File: config.mk
export PLATFORM = sky130hd
export DESIGN_NAME = serial_word_transmitter
export DESIGN_NICKNAME = d
export VERILOG_FILES = /design/src/rtl/serial_word_transmitter.sv
export SDC_FILE = /design/constraint.sdc
export NUM_CORES = 1
export LEC_CHECK = 0
export BUFFER_PORTS_ARGS = -buffer_cell sky130_fd_sc_hd__buf_2
export CAP_MARGIN = 30
export CELL_PAD_IN_SITES_DETAIL_PLACEMENT = 1
export CELL_PAD_IN_SITES_GLOBAL_PLACEMENT = 2
export CORE_ASPECT_RATIO = 1.2
export CORE_MARGIN = 2
export CORE_UTILIZATION = 36
export CTS_CLUSTER_DIAMETER = 80
export DETAILED_ROUTE_END_ITERATION = 16
export HOLD_SLACK_MARGIN = 0.1
export PLACE_DENSITY_LB_ADDON = 0.1
export SYNTH_ARGS = -nofsm -noshare
export SYNTH_HDL_FRONTEND = slang
export SYNTH_SLANG_ARGS = --single-unit
File: constraint.sdc
create_clock -name Clk -period 3.2 [get_ports Clk]
set_clock_uncertainty 0.1 [all_clocks]
set_input_delay 0.32 -clock Clk [delete_from_list [all_inputs] [get_ports Clk]]
set_output_delay 0.32 -clock Clk [all_outputs]
set_load 0.05 [all_outputs]
File: src/rtl/serial_word_transmitter.sv
// rtl/serial_word_transmitter.sv - frame-based parallel-to-serial transmitter
// Sends start bit, WIDTH data bits LSB first, parity bit and stop bit, one bit per En tick.
module serial_word_transmitter #(
  parameter int WIDTH      = 32,
  parameter bit PARITY_ODD = 1'b0
) (
  input  logic             Clk,
  input  logic             Reset,
  input  logic             En,
  input  logic             Start,
  input  logic [WIDTH-1:0] Din,
  output logic             Ready,
  output logic             Busy,
  output logic             SerOut,
  output logic             Done
);

  localparam int CW = $clog2(WIDTH);

  typedef enum logic [2:0] {
    IDLE,
    START,
    DATA,
    PARITY,
    STOP
  } state_t;

  state_t           state_q, state_d;
  logic [CW-1:0]    cnt_q, cnt_d;
  logic [WIDTH-1:0] shift_q, shift_d;
  logic             parity_q, parity_d;
  logic             ser_q, ser_d;
  logic             ready_q, ready_d;
  logic             busy_q, busy_d;
  logic             done_q, done_d;

  always_comb begin
    state_d  = state_q;
    cnt_d    = cnt_q;
    shift_d  = shift_q;
    parity_d = parity_q;
    done_d   = 1'b0;

    case (state_q)
      IDLE: begin
        // Acceptance ignores En so the frame starts as soon as the request is seen.
        if (Start) begin
          state_d  = START;
          shift_d  = Din;
          parity_d = (^Din) ^ PARITY_ODD;
          cnt_d    = '0;
        end
      end
      START: begin
        if (En) begin
          state_d = DATA;
          cnt_d   = '0;
        end
      end
      DATA: begin
        if (En) begin
          if (cnt_q == CW'(WIDTH - 1)) begin
            state_d = PARITY;
          end else begin
            shift_d = shift_q >> 1;
            cnt_d   = cnt_q + CW'(1);
          end
        end
      end
      PARITY: begin
        if (En) begin
          state_d = STOP;
        end
      end
      STOP: begin
        if (En) begin
          state_d = IDLE;
          done_d  = 1'b1;
        end
      end
      default: begin
        state_d = IDLE;
      end
    endcase
  end

  // Line level and handshake flags are derived from the next state so they are registered.
  always_comb begin
    ser_d = 1'b1;
    case (state_d)
      IDLE:    ser_d = 1'b1;
      START:   ser_d = 1'b0;
      DATA:    ser_d = shift_d[0];
      PARITY:  ser_d = parity_d;
      STOP:    ser_d = 1'b1;
      default: ser_d = 1'b1;
    endcase
    ready_d = (state_d == IDLE);
    busy_d  = (state_d != IDLE);
  end

  always_ff @(posedge Clk) begin
    if (Reset) begin
      state_q  <= IDLE;
      cnt_q    <= '0;
      shift_q  <= '0;
      parity_q <= 1'b0;
      ser_q    <= 1'b1;
      ready_q  <= 1'b1;
      busy_q   <= 1'b0;
      done_q   <= 1'b0;
    end else begin
      state_q  <= state_d;
      cnt_q    <= cnt_d;
      shift_q  <= shift_d;
      parity_q <= parity_d;
      ser_q    <= ser_d;
      ready_q  <= ready_d;
      busy_q   <= busy_d;
      done_q   <= done_d;
    end
  end

  assign Ready  = ready_q;
  assign Busy   = busy_q;
  assign SerOut = ser_q;
  assign Done   = done_q;

endmodule

After elaboration in Yosys (flattened, before gate mapping)
Cells that the tools add are included.

Bits in registers: 45. Input port bits: 36. Output and inout port bits: 4. Word-level logic and storage cells: 52.

$add $sub $neg: 1. Equal/unequal tests: 12. Muxes and demuxes: 20. Bitwise logic cells: 1. Reduce and logical (&&, ||, !) cells: 9.

Operator list (count): $mux 32 (3); $pmux 32 s2 (1); $reduce_xor 32->1 (1); $mux 5 (4); $mux 3 (6); $pmux 3 s5 (1); $pmux 5 s3 (1); $eq 3x2->1 const B (4); $ne 2x2->1 const B (4); $eq 3x1->1 const B (2); $logic_not 3->1 (2); $reduce_bool 3->1 (2); $add 5x1->5 const B (1); $eq 5x5->1 const B (1); $reduce_and 5->1 (1); $reduce_and 4->1 (1); $eq 3x3->1 const B (1); $mux 1 (3); $pmux 1 s3 (1); $reduce_bool 2->1 (1); $reduce_or 2->1 (1); $not 1->1 (1).

Logic depth before layout (Yosys ltp)
Word-level depth: 6. Mapped depth: 9. Mapped depth without buffers: 9.

Least setup slack after synthesis
OpenSTA, ideal clock, no wires.

Path kind: flip-flop to flip-flop. Start point: register cnt_q[0]. End point: register ser_q, in the netlist SerOut. Library setup time: 114 ps. Data arrival time: 1847 ps. Setup slack: 1139 ps. Cell stages (with the launch flop): 9. Buffers on the path: 0. Cell sequence: dfxtp_1 ha_1 and3_1 ha_1 o21a_1 nand2b_4 a222oi_1 nand3_1 a21o_1.

Word-level cells in the longest chain between the ends: 6. Elaborated cells between the ends (all ways): 11. Classes of those cells: eq/ne (4); mux (7).

Ends and longest elaborated chain: start, declared (RTL line 29) `logic [CW-1:0] cnt_q, cnt_d;`; start signal, assigned (RTL line 114) `cnt_q <= cnt_d;`; $eq 5x5->1 * (RTL line 62) `if (cnt_q == CW'(WIDTH - 1)) begin`; $mux 3 (RTL line 62); $mux 3 (RTL line 61) `if (En) begin`; $pmux 3 s5 (RTL line 44) `case (state_q)`; $eq 3x2->1 / $eq 3x1->1 (equally long branches) (RTL line 90) `case (state_d)`; $pmux 1 s3 * (RTL line 90); end signal, assigned (RTL line 117) `ser_q <= ser_d;`; end, declared (RTL line 32) `logic ser_q, ser_d;`.

Mark *: on every way between the ends. The rest lies on a longest branch, timed or not. The select of a mux whose other input is x is not followed. A chain may end at the register's enable or synchronous reset.

Final worst setup path
Same ends and word-level chain as after synthesis.

==> flow_summary.toml <==
[clock_tree]
cts_buffer_depth = 2
cts_resized = 0
cts_buffers = 5
cts_root_buf = "clkbuf_8"
cts.sinks = 45
clk_pin_slew_ns = 0.08
clock_latency_ns = 0.29
h-tree-depth = 2
postCtsHoldBufs = 0
post_cts_buffers = 0
cts_tree = "done"

[worst_setup_path]
arrival_ns = 2.61
cp.required_ns = 3.29
crit_path_end_kind = "flop"
r2r-start = "cnt_q[0]"
worst-setup-path-type = "flop to flop"
rr_endpoint = "SerOut"
startpoint = "cnt_q[0]"
r2r_slack_ns = 0.68
r2r_cells = 8
startpoint_type = "flop"
crit_fanout = 31

[timing]
hold_viol = 0
slew_violations = 0
rsz0062_at_grt = "no"
period_needed_ns = 2.521
tightest_slew_ns = 0.8869
fmax_ghz = 0.3967
period_share_pct = 78.77
relSlewSlack_pct = 40.68
setup-tns-final_ns = 0
setup_viol = 0

[routing]
wl_um = 5234
drt-vias-per-instance = 5.815
vias = 1762
drtIter0Drc = 130
dr.pass1.iters = 6
ant_nets = 0
drcViolationCount = 0
wl_per_cell_um = 17.27

[global_route]
grt_max_degree = 44
antenna_found_initial = 0
grt_usage_pct = 17.80
grt_pass1_vias = 1872
overflow = 0
grt_pass1_wl_um = 8866

[cells_and_area]
num-nets-final = 276
register_area_um2 = 900.9
antenna_cells = 0
drive_gt1_share_pct = 23.85
area_delta_synth_final_pct = 14.55
multiInputGateArea_um2 = 1067
final_cell_mix = "45 x dfxtp_1, 39 x nor2_1, 39 x buf_2"
num-fill-cells = 660
post-route-util_pct = 42.21
final_common_cell = "dfxtp_1"

[min_path]
min_path_cells = 3
hp-class = "primary input to flop"
holdPathEnd = "shift_q[22]"
hold_start = "Din[22]"

[placement]
routabilityCongestion = 0.7702
port_buffers = 39
dp_hpwl_um = 3677

[floorplan]
initial_core_util_pct = 36.85
rows = 30
die_area_um2 = 6308
fp.dieH_um = 86.60
die_x_um = 72.84
ioPinCount = 40
core_area_um2 = 5555

[synthesis]
synth_nets = 245
seq_area_frac_synth_pct = 44.01
synthCells = 207
synth_edf_count = 0
synth_area_um2 = 2047
async_flop_share_pct = 0
yosysWarnings = 0
synth_cell_types = 37
postSynthAreaPerCell_um2 = 9.889
ys_ff_latch = 45
ys.flop_type = "dfxtp_1"

[job]
max_cap_viol_count = 0

[power]
p_leak_nw = 0.9124
power_density_nw_per_um2 = 549.1
vdd_drop_max_mv = 0.2247

[run_status]
status = "finished, final reports clean"
-- power breakdown --
part | leakage, nW | total, mW | switching, mW | internal, mW
clock | 0.0450 | 0.337 | 0.185 | 0.152
combinational | 0.499 | 0.318 | 0.172 | 0.145
sequential | 0.369 | 0.633 | 0.0298 | 0.603
-- per-layer routing --
layer	vias to the layer above	GRT usage, %	wire [µm]
met2	48	33.47	2791
li1	839	-	-
met3	2	3.721	207
met5	-	0	0
met4	0	4.040	27
met1	873	20.26	2208
-- synthesized netlist by cell type (2+ instances only) --
cell,number,area share (%)
a222oi_1,31,15
buf_2,8,2.0
mux2i_1,2,0.98
nand2_1,3,0.55
clkbuf_1,7,1.3
ha_1,2,1.2
buf_4,2,0.73
nand3b_1,2,0.73
xor2_1,5,2.1
nand2b_4,2,1.3
and3_1,2,0.61
xnor2_1,27,12
a21oi_1,4,0.98
nor2_1,39,7.2
nand3_1,2,0.49
nor2_2,2,0.61
o21ai_0,2,0.49
dfxtp_1,45,44
a211oi_1,2,0.73
-- worst max-delay path, stage by stage (launching register included) --
cell      delay, ns
dfxtp_1        0.36
ha_1           0.25
and3_1         0.19
ha_1           0.24
o21a_1         0.21
nand2b_4       0.30
a222oi_1       0.46
nand3_1        0.13
a21o_1         0.17
-- per-stage QoR --
stage / instances / total power [mW] / worst slack, ns / hold WS, ns / cell area [µm²]
floorplan: 207 / 0.8852 / 1.139 / 0.3426 / 2047
global placement: 295 / 0.9571 / 0.8385 / 0.3655 / 2262
detailed placement: 295 / 0.9668 / 0.6912 / 0.3835 / 2262
CTS: 303 / 1.314 / 0.6685 / 0.2089 / 2345
global route: 303 / 1.375 / 0.5500 / 0.2169 / 2345
finish: 303 / 1.287 / 0.6793 / 0.2227 / 2345
-- sequential cells by signal (all words and copies together), names as in the netlist --
signal,flops
Done,1
parity_q,1
shift_q,32
state_q,3
cnt_q,5
Ready,1
Busy,1
SerOut,1
-- how the worst max path moves through the flow --
| stage | endpoint | slack (ns) |
|---|---|---|
| finish | SerOut | 0.68 |
| CTS | SerOut | 0.67 |
| global route | SerOut | 0.55 |
| detailed placement | SerOut | 0.69 |
| floorplan | SerOut | 1.14 |
| global placement | SerOut | 0.84 |
-- logic make-up (layout without fill, tap and decap cells) --
family,after synthesis,count (layout),synth area share (%)
simple gates,61,61,15.40
compound gates,47,47,20.54
flops,45,45,44.01
xor+xnor,32,32,13.69
buf+inv,18,50,4.156
fa+ha+maj,2,2,1.222
mux,2,2,0.9780
-- final cells by class --
| type | count | share of cell area (%) |
|---|---|---|
| flip-flops and latches | 45 | 38.42 |
| well taps | 64 | 3.415 |
| inverters | 1 | 0.1601 |
| clock buffers | 6 | 3.095 |
| clock inverters | 2 | 0.4269 |
| multi-input cells | 144 | 45.52 |
| repair buffers | 41 | 8.965 |
No activity file was read; power rests on OpenSTA's default activity.
